**config.mk**
```make
export PLATFORM = sky130hd
export DESIGN_NAME = output_unloader_flat
export DESIGN_NICKNAME = d
export VERILOG_FILES = /design/src/rtl/output_unloader_if.sv /design/src/rtl/output_unloader.sv /design/src/flat_wrapper.sv
export SDC_FILE = /design/constraint.sdc
export NUM_CORES = 1
export LEC_CHECK = 0
export BUFFER_PORTS_ARGS = -buffer_cell sky130_fd_sc_hd__buf_2
export CAP_MARGIN = 10
export CORE_ASPECT_RATIO = 1.25
export CORE_MARGIN = 8
export CORE_UTILIZATION = 50
export DETAILED_ROUTE_END_ITERATION = 10
export GPL_ROUTABILITY_DRIVEN = 0
export PLACE_DENSITY = 0.78
export SYNTH_ARGS = -nofsm -noshare
export SYNTH_HDL_FRONTEND = slang
export SYNTH_SLANG_ARGS = --single-unit
```
**constraint.sdc**
```tcl
create_clock -name clk -period 2.3 [get_ports clk]
set_input_delay 0.115 -clock clk [delete_from_list [all_inputs] [get_ports clk]]
set_output_delay 0.115 -clock clk [all_outputs]
set_load 0.02 [all_outputs]
```
**src/rtl/output_unloader_if.sv**
```systemverilog
// Byte-stream sink bundle for output_unloader: the sampled stream byte in, reassembled frame out.
interface output_unloader_if #(parameter int W = 32);
  logic [7:0]   in_byte;
  logic         busy;
  logic [W-1:0] wordA;
  logic [W-1:0] wordB;
  logic [2:0]   mode_out;
  logic         frame_valid;
  logic         frame_err;
  logic [7:0]   err_cnt;

  modport master (output in_byte,
                  input  busy, wordA, wordB, mode_out, frame_valid, frame_err, err_cnt);
  modport slave  (input  in_byte,
                  output busy, wordA, wordB, mode_out, frame_valid, frame_err, err_cnt);
endinterface

```
**src/rtl/output_unloader.sv**
```systemverilog
// Reassembles {mode, A, B} frames from a nibble-serial byte stream and flags framing aborts.
// Optional saturating abort counter on err_cnt when OUTPUT_UNLOADER_ERRCNT_EN is defined.
module output_unloader #(
  parameter int W = 32
) (
  input  logic              clk,
  input  logic              rst,
  output_unloader_if.slave  bus
);
  localparam int NIB = W / 4;
  localparam int CW  = $clog2(NIB) + 1;
  localparam logic [CW-1:0] NIB_C = CW'(NIB);

  typedef enum logic [1:0] {IDLE, RECV_A, RECV_B} state_t;

  state_t          state, state_nxt;
  logic [CW-1:0]   cnt, cnt_nxt, cnt_inc;
  logic [W-1:0]    sh_a, sh_b;
  logic [W-1:0]    word_a, word_b;
  logic [2:0]      mode_cap, mode_q;
  logic            valid_q, err_q;
  logic            start, shift_a, shift_b, abort, done;

  logic [2:0] mode_in;
  logic       rdy;
  logic [3:0] nib;
  assign mode_in = bus.in_byte[7:5];
  assign rdy     = bus.in_byte[4];
  assign nib     = bus.in_byte[3:0];
  assign cnt_inc = cnt + CW'(1);

  function automatic logic [W-1:0] shift_in(input logic [W-1:0] sh, input logic [3:0] n);
    return (sh << 4) | W'(n);
  endfunction

  always_ff @(posedge clk) begin
    if (rst) begin
      state <= IDLE;
      cnt   <= '0;
    end else begin
      state <= state_nxt;
      cnt   <= cnt_nxt;
    end
  end

  always_comb begin
    state_nxt = state;
    cnt_nxt   = cnt;
    start     = 1'b0;
    shift_a   = 1'b0;
    shift_b   = 1'b0;
    abort     = 1'b0;
    done      = 1'b0;
    case (state)
      IDLE: begin
        if (rdy) begin
          start   = 1'b1;
          shift_a = 1'b1;
          if (NIB_C == CW'(1)) begin
            state_nxt = RECV_B;
            cnt_nxt   = '0;
          end else begin
            state_nxt = RECV_A;
            cnt_nxt   = CW'(1);
          end
        end
      end
      RECV_A, RECV_B: begin
        // A gap or a mode change mid-frame drops the frame; the offending byte is not reused.
        if (!rdy || (mode_in != mode_cap)) begin
          abort     = 1'b1;
          state_nxt = IDLE;
          cnt_nxt   = '0;
        end else if (state == RECV_A) begin
          shift_a = 1'b1;
          if (cnt_inc == NIB_C) begin
            state_nxt = RECV_B;
            cnt_nxt   = '0;
          end else begin
            cnt_nxt = cnt_inc;
          end
        end else begin
          shift_b = 1'b1;
          if (cnt_inc == NIB_C) begin
            done      = 1'b1;
            state_nxt = IDLE;
            cnt_nxt   = '0;
          end else begin
            cnt_nxt = cnt_inc;
          end
        end
      end
      default: begin
        state_nxt = IDLE;
        cnt_nxt   = '0;
      end
    endcase
  end

  always_comb begin
    bus.busy = (state != IDLE);
  end

  always_ff @(posedge clk) begin
    if (rst) begin
      sh_a     <= '0;
      sh_b     <= '0;
      mode_cap <= '0;
      word_a   <= '0;
      word_b   <= '0;
      mode_q   <= '0;
      valid_q  <= 1'b0;
      err_q    <= 1'b0;
    end else begin
      valid_q <= done;
      err_q   <= abort;
      if (start)   mode_cap <= mode_in;
      if (shift_a) sh_a     <= shift_in(sh_a, nib);
      if (shift_b) sh_b     <= shift_in(sh_b, nib);
      if (done) begin
        word_a <= sh_a;
        word_b <= shift_in(sh_b, nib);
        mode_q <= mode_cap;
      end
    end
  end

  assign bus.wordA       = word_a;
  assign bus.wordB       = word_b;
  assign bus.mode_out    = mode_q;
  assign bus.frame_valid = valid_q;
  assign bus.frame_err   = err_q;

`ifdef OUTPUT_UNLOADER_ERRCNT_EN
  logic [7:0] err_cnt_q;
  always_ff @(posedge clk) begin
    if (rst)
      err_cnt_q <= 8'h00;
    else if (abort && (err_cnt_q != 8'hFF))
      err_cnt_q <= err_cnt_q + 8'd1;
  end
  assign bus.err_cnt = err_cnt_q;
`else
  assign bus.err_cnt = 8'h00;
`endif
endmodule

```
**src/flat_wrapper.sv**
```systemverilog
// flat-port wrapper written by rule: the top's interface ports become plain ports
module output_unloader_flat 
#(
  parameter int W = 32
)
  (clk, rst, bus_in_byte, bus_busy, bus_wordA, bus_wordB, bus_mode_out, bus_frame_valid, bus_frame_err, bus_err_cnt);
  output_unloader_if #(.W(W)) bus_i ();
  input  logic clk;
  input  logic rst;
  input wire logic [$bits(bus_i.in_byte)-1:0] bus_in_byte;
  output wire logic [$bits(bus_i.busy)-1:0] bus_busy;
  output wire logic [$bits(bus_i.wordA)-1:0] bus_wordA;
  output wire logic [$bits(bus_i.wordB)-1:0] bus_wordB;
  output wire logic [$bits(bus_i.mode_out)-1:0] bus_mode_out;
  output wire logic [$bits(bus_i.frame_valid)-1:0] bus_frame_valid;
  output wire logic [$bits(bus_i.frame_err)-1:0] bus_frame_err;
  output wire logic [$bits(bus_i.err_cnt)-1:0] bus_err_cnt;
  assign bus_i.in_byte = bus_in_byte;
  assign bus_busy = bus_i.busy;
  assign bus_wordA = bus_i.wordA;
  assign bus_wordB = bus_i.wordB;
  assign bus_mode_out = bus_i.mode_out;
  assign bus_frame_valid = bus_i.frame_valid;
  assign bus_frame_err = bus_i.frame_err;
  assign bus_err_cnt = bus_i.err_cnt;
  output_unloader #(.W(W)) u_core (.clk(clk), .rst(rst), .bus(bus_i));
endmodule
```
# After elaboration in Yosys (flattened, before gate mapping)
# Index checks and enable logic that the tools add are counted.
# op_classes
multipliers	0
reduce_logical	7
bitwise_logic	3
n_shift	0
n_addsub	1
n_div	0
muxes	23
eq_ne	6
n_lt_le_gt_ge	0
# ops
op	n
OR 32 x 4 -> 32 bit	2
two-way mux 1 bit	12
two-way mux 4 bit	3
two-way mux 2 bit	5
case mux 4 bit (2 select lines)	1
adder 4 x 1 -> 4 bit, second input constant	1
equality test 4 bit, second input constant	1
case mux 2 bit (2 select lines)	1
OR reduction 2 bit	2
inequality test 3 x 1 -> 1 bit, second input constant	1
inequality test 3 bit	1
equality test 2 x 1 -> 1 bit, second input constant	1
equality test 2 bit, second input constant	1
zero test 2 bit	1
inequality test 2 bit, second input constant	1
case mux 1 bit (2 select lines)	1
AND reduction 2 bit	1
nonzero test 2 bit	1
zero test 1 bit	1
logical OR 1 bit	1
NOT 1 bit	1
# totals
output_inout_bits	78
mem_bits_rw	0
mem_bits_ro	0
ff_bits	138
inputBits	10
latch_bits	0
mem_count	0
word_cells	50

# Longest topological paths before layout
# depth
ltp_word	6
mapped_depth	9
mapped_depth_nobuf	7

# Least setup slack after synthesis
# Ideal clock, no wire load.
# synth_timing
kind	register to register
startpoint	register u_core.state[0]
endpoint	register u_core.word_a[23], in the netlist u_core.bus.wordA[23]
n_path_buf	2
path_stages_with_launch	10
synth_period_minus_slack_ns	1.929
t_required_ns	2.168
arrival_time_ns	1.796
setup_ns	0.132
setup_slack_ns	0.371
path_cell_list	dfxtp_1 > inv_1 > ha_1 > nand2_1 > nor4b_2 > nand2b_1 > clkbuf_1 > clkbuf_1 > o21ai_0 > a21oi_1
# synth_via
elab_chain_cells	4
elab_cells_between_ends	6
cone_classes	eq/ne (2); mux (3); reduce/logical (1)
# synth_lines
item	line	text
from (decl)	output_unloader.sv:16	state_t state, state_nxt;
from (signal assigned)	output_unloader.sv:41	state <= state_nxt;
equality test 2 x 1 -> 1 bit	output_unloader.sv:54, output_unloader.sv:74	
two-way mux 1 bit	output_unloader.sv:74	end else if (state == RECV_A) begin
two-way mux 1 bit	output_unloader.sv:70	if (!rdy || (mode_in != mode_cap)) begin
two-way mux 1 bit (*)	output_unloader.sv:54	case (state)
to (signal assigned)	output_unloader.sv:109	word_a <= '0;
to (signal assigned)	output_unloader.sv:121	word_a <= sh_a;
to (decl)	output_unloader.sv:19	logic [W-1:0] word_a, word_b;
# Every way passes the cells marked *; elsewhere a longest branch is shown, timed or not.
# A chain may end at the register's enable or synchronous reset.

# Worst setup path in the final report
# layout_timing
startpoint	register u_core.state[0]
endpoint	register u_core.word_b[30], in the netlist u_core.bus.wordB[30]
# layout_via
elab_chain_cells	4
elab_cells_between_ends	6
cone_classes	eq/ne (2); mux (3); reduce/logical (1)
# layout_lines
item	line	text
equality test 2 x 1 -> 1 bit	output_unloader.sv:54, output_unloader.sv:74	
two-way mux 1 bit	output_unloader.sv:74	
two-way mux 1 bit	output_unloader.sv:70	
two-way mux 1 bit (*)	output_unloader.sv:54	
to (signal assigned)	output_unloader.sv:122	word_b <= shift_in(sh_b, nib);
to (decl)	output_unloader.sv:19	
# Marked as above.

==> flow_summary.yaml <==
outcome:
  status: "complete, no violations"
routing:
  drt-total-wl_um: 13800
  avgRoutedWirePerCell_um: 16.2
  routed-wl-met3_um: 785
  firstDrtPassIters: 5
  drc: 0
  route.met2.wl_um: 7080
  avgViaCountPerCell: 5.73
  drt-initial-drc-count: 434
  antenna_left: 0
  vias: 4908
  dr.max_layer_used: "met4"
  met1_length_um: 5770
logic_synthesis:
  ys_warn_count: 0
  synth.distinct_cells: 34
  yosysTopAreaCellShare: 0.507
  synthAdderAreaFrac: 0.0115
  synth_enable_flop_cells: 0
  synthArstFlopShare: 0
  synth_top_area_cell: "dfxtp_1"
  syn_inst: 659
  ys_ff_latch: 138
  synth_commonest_cells: "dfxtp_1 (138), a21oi_1 (136), o21ai_0 (101), nand3_1 (68), nand2_1 (66)"
  yosys.area_share.simple: 0.177
  synth_mux_area_frac: 0
  synth_xor_xnor_area_share: 0.00482
  synth_compound_area_frac: 0.231
  synth.most_common_cell: "dfxtp_1"
  synth_top_family_by_area: "compound AO/OA/AOI/OAI gates"
  netlist_top_cells_area: "dfxtp_1 (51%), a21oi_1 (12%), o21ai_0 (9.3%)"
  syn_area_um2: 5450
  ys.flop_type: "dfxtp_1"
  avgSynthCellArea_um2: 8.27
  synth_seq_area_share: 0.507
sta:
  max_slew_margin: 0.621
  skew_ns: 0.00861
  setup_ws_ns: 0.137
  fin_crit_sh: 0.941
  finalHoldViolCount: 0
  fin_setup_tns_ns: 0
  fmax_ghz: 0.462
  fin_crit_ns: 2.16
  whs_ns: 0.0603
  setup_viol: 0
  worst_pin_slew_ns: 0.569
  slew_violations: 0
cells_and_area:
  antenna_cells: 0
  drive_above_1_share: 0.181
  fin_cells: 857
  layout.nets: 727
  areaGrowthSynthToFinish_pct: 21.2
  fill_cells: 922
flow_run:
  cap_violations: 0
worst_setup_path:
  cp-end-kind: "flop"
  slowest_stage: "or4b_4"
  worst-path-buf-inv: 2
  critPathTopFamily: "simple AND/OR/NAND/NOR gates"
  slowest_delay_ns: 0.54
  crit_arrival_ns: 2.51
  path_cells: "inv_1 > ha_1 > nand2_1 > or4b_4 > nor2_4 > buf_8 > nand3_1 > a21oi_1"
  critPathKind: "flop to flop"
  path_max_fanout: 47
  start_kind: "flop"
  required_ns: 2.64
die:
  pin_count: 88
  die_h_um: 133
  placement_rows: 42
  design.core.area_um2: 10600
  die_w_um: 109
  start_util: 0.513
  dieArea_um2: 14500
clock_tree:
  cts_tree: "done"
  cts_buffer_depth: 2
  clock_latency_ns: 0.42
  postCtsSetupRepairBufs: 0
  ctsRootBufferMaster: "clkbuf_16"
  cts_buffers: 17
  h-tree-depth: 4
  cts_sinks: 138
  clkTransAtPathRegs_ns: 0.06
placement:
  numPortBuffers: 79
  dp_slack_ns: 0.0869
  place_hpwl_um: 8220
  place_inst: 817
global_route:
  antenna_found_initial: 0
  grt_first_pass_wirelength_um: 22300
  grtUsageTotal: 0.187
  first_global_vias: 4663
  grt_max_degree: 96
  gr-total-overflow: 0
pwr:
  p_leak_nw: 2.43
  p_per_area_nw_per_um2: 849
  vdd_drop_max_mv: 0.543
worst_hold_path:
  hold_path_class: "primary input to flop"
cell families (layout without fill, tap and decap cells):
kind of cell / after synthesis / after routing
AO/OA/AOI/OAI: 247 / 247
XOR/XNOR: 3 / 3
AND/OR/NAND/NOR: 187 / 187
adder cells (fa/ha/maj): 5 / 5
buffers and inverters: 78 / 137
flip-flops: 138 / 138
other: 1 / 8
where the power goes:
part / internal, W / switching (W) / leakage (nW)
logic: 0.0000554 / 0.000139 / 0.999
clock network: 0.00198 / 0.00102 / 0.316
registers: 0.00241 / 0.0000143 / 1.11
cell usage in the layout (no fill, tap or decap), types with 4 or more instances in the layout:
master	instances
bufinv_16	5
dlygate4sd3_1	7
conb_1	8
dfxtp_1	138
buf_4	8
nand3b_1	32
o21ai_0	101
buf_12	4
ha_1	5
nand3_1	68
nand2_1	66
clkinv_2	4
nor3_1	4
buf_2	78
nor2_1	6
a21oi_1	135
clkbuf_16	18
inv_1	6
area by class of cell:
type,instances,area [µm²],area share
clock buffer,20,457,0.0691
clock inverter,12,194,0.0294
inverter,6,22.5,0.00341
multi-input combinational,450,2360,0.358
sequential,138,2760,0.418
tap,132,165,0.0250
timing repair buffer,99,641,0.0970
per-layer routing:
layer,GRT usage,vias up
met5,0,-
met4,0.0647,0
met3,0.0515,24
met2,0.312,127
met1,0.221,2357
li1,-,2400
registers in the layout, summed over array words and instances, names as in the netlist:
signal and cells:
u_core.bus.frame_valid 1, u_core.sh_a 32, u_core.bus.wordB 32, u_core.state 2, u_core.bus.wordA 32, u_core.cnt 4
u_core.bus.frame_err 1, u_core.sh_b 28, u_core.mode_cap 3, u_core.bus.mode_out 3
final timing paths:
check             startpoint                    to  slack (ns)  cells past startpoint
max          u_core.state[0]  u_core.bus.wordB[30]        0.14                      8
min           bus_in_byte[4]  u_core.bus.frame_err        0.06                      2
max reg2reg  u_core.state[0]  u_core.bus.wordB[30]        0.14                      8
min reg2reg  u_core.sh_b[12]       u_core.sh_b[12]        0.47                      2
repair_timing:
action	in CTS	in global routing
hold endpoints to repair	12	0
setup endpoints to repair	0	46
resized for setup	0	3
hold buffers	7	0
worst register-to-register path, stage by stage (launching register included):
cell     delay (ns)
dfxtp_1        0.36
inv_1          0.07
ha_1           0.29
nand2_1        0.08
or4b_4         0.54
nor2_4         0.17
buf_8          0.31
nand3_1        0.13
a21oi_1        0.14
metrics by stage:
stage | total power [W] | area, µm² | utilization
after floorplan | 0.00261 | 5480 | -
after global placement | 0.00265 | 5860 | 0.552
after detailed placement | 0.00265 | 5860 | 0.552
after CTS | 0.00563 | 6590 | 0.620
after global routing | 0.00577 | 6610 | 0.622
final | 0.00561 | 6610 | 0.622
Note: power is estimated with default switching activity, not from simulation.
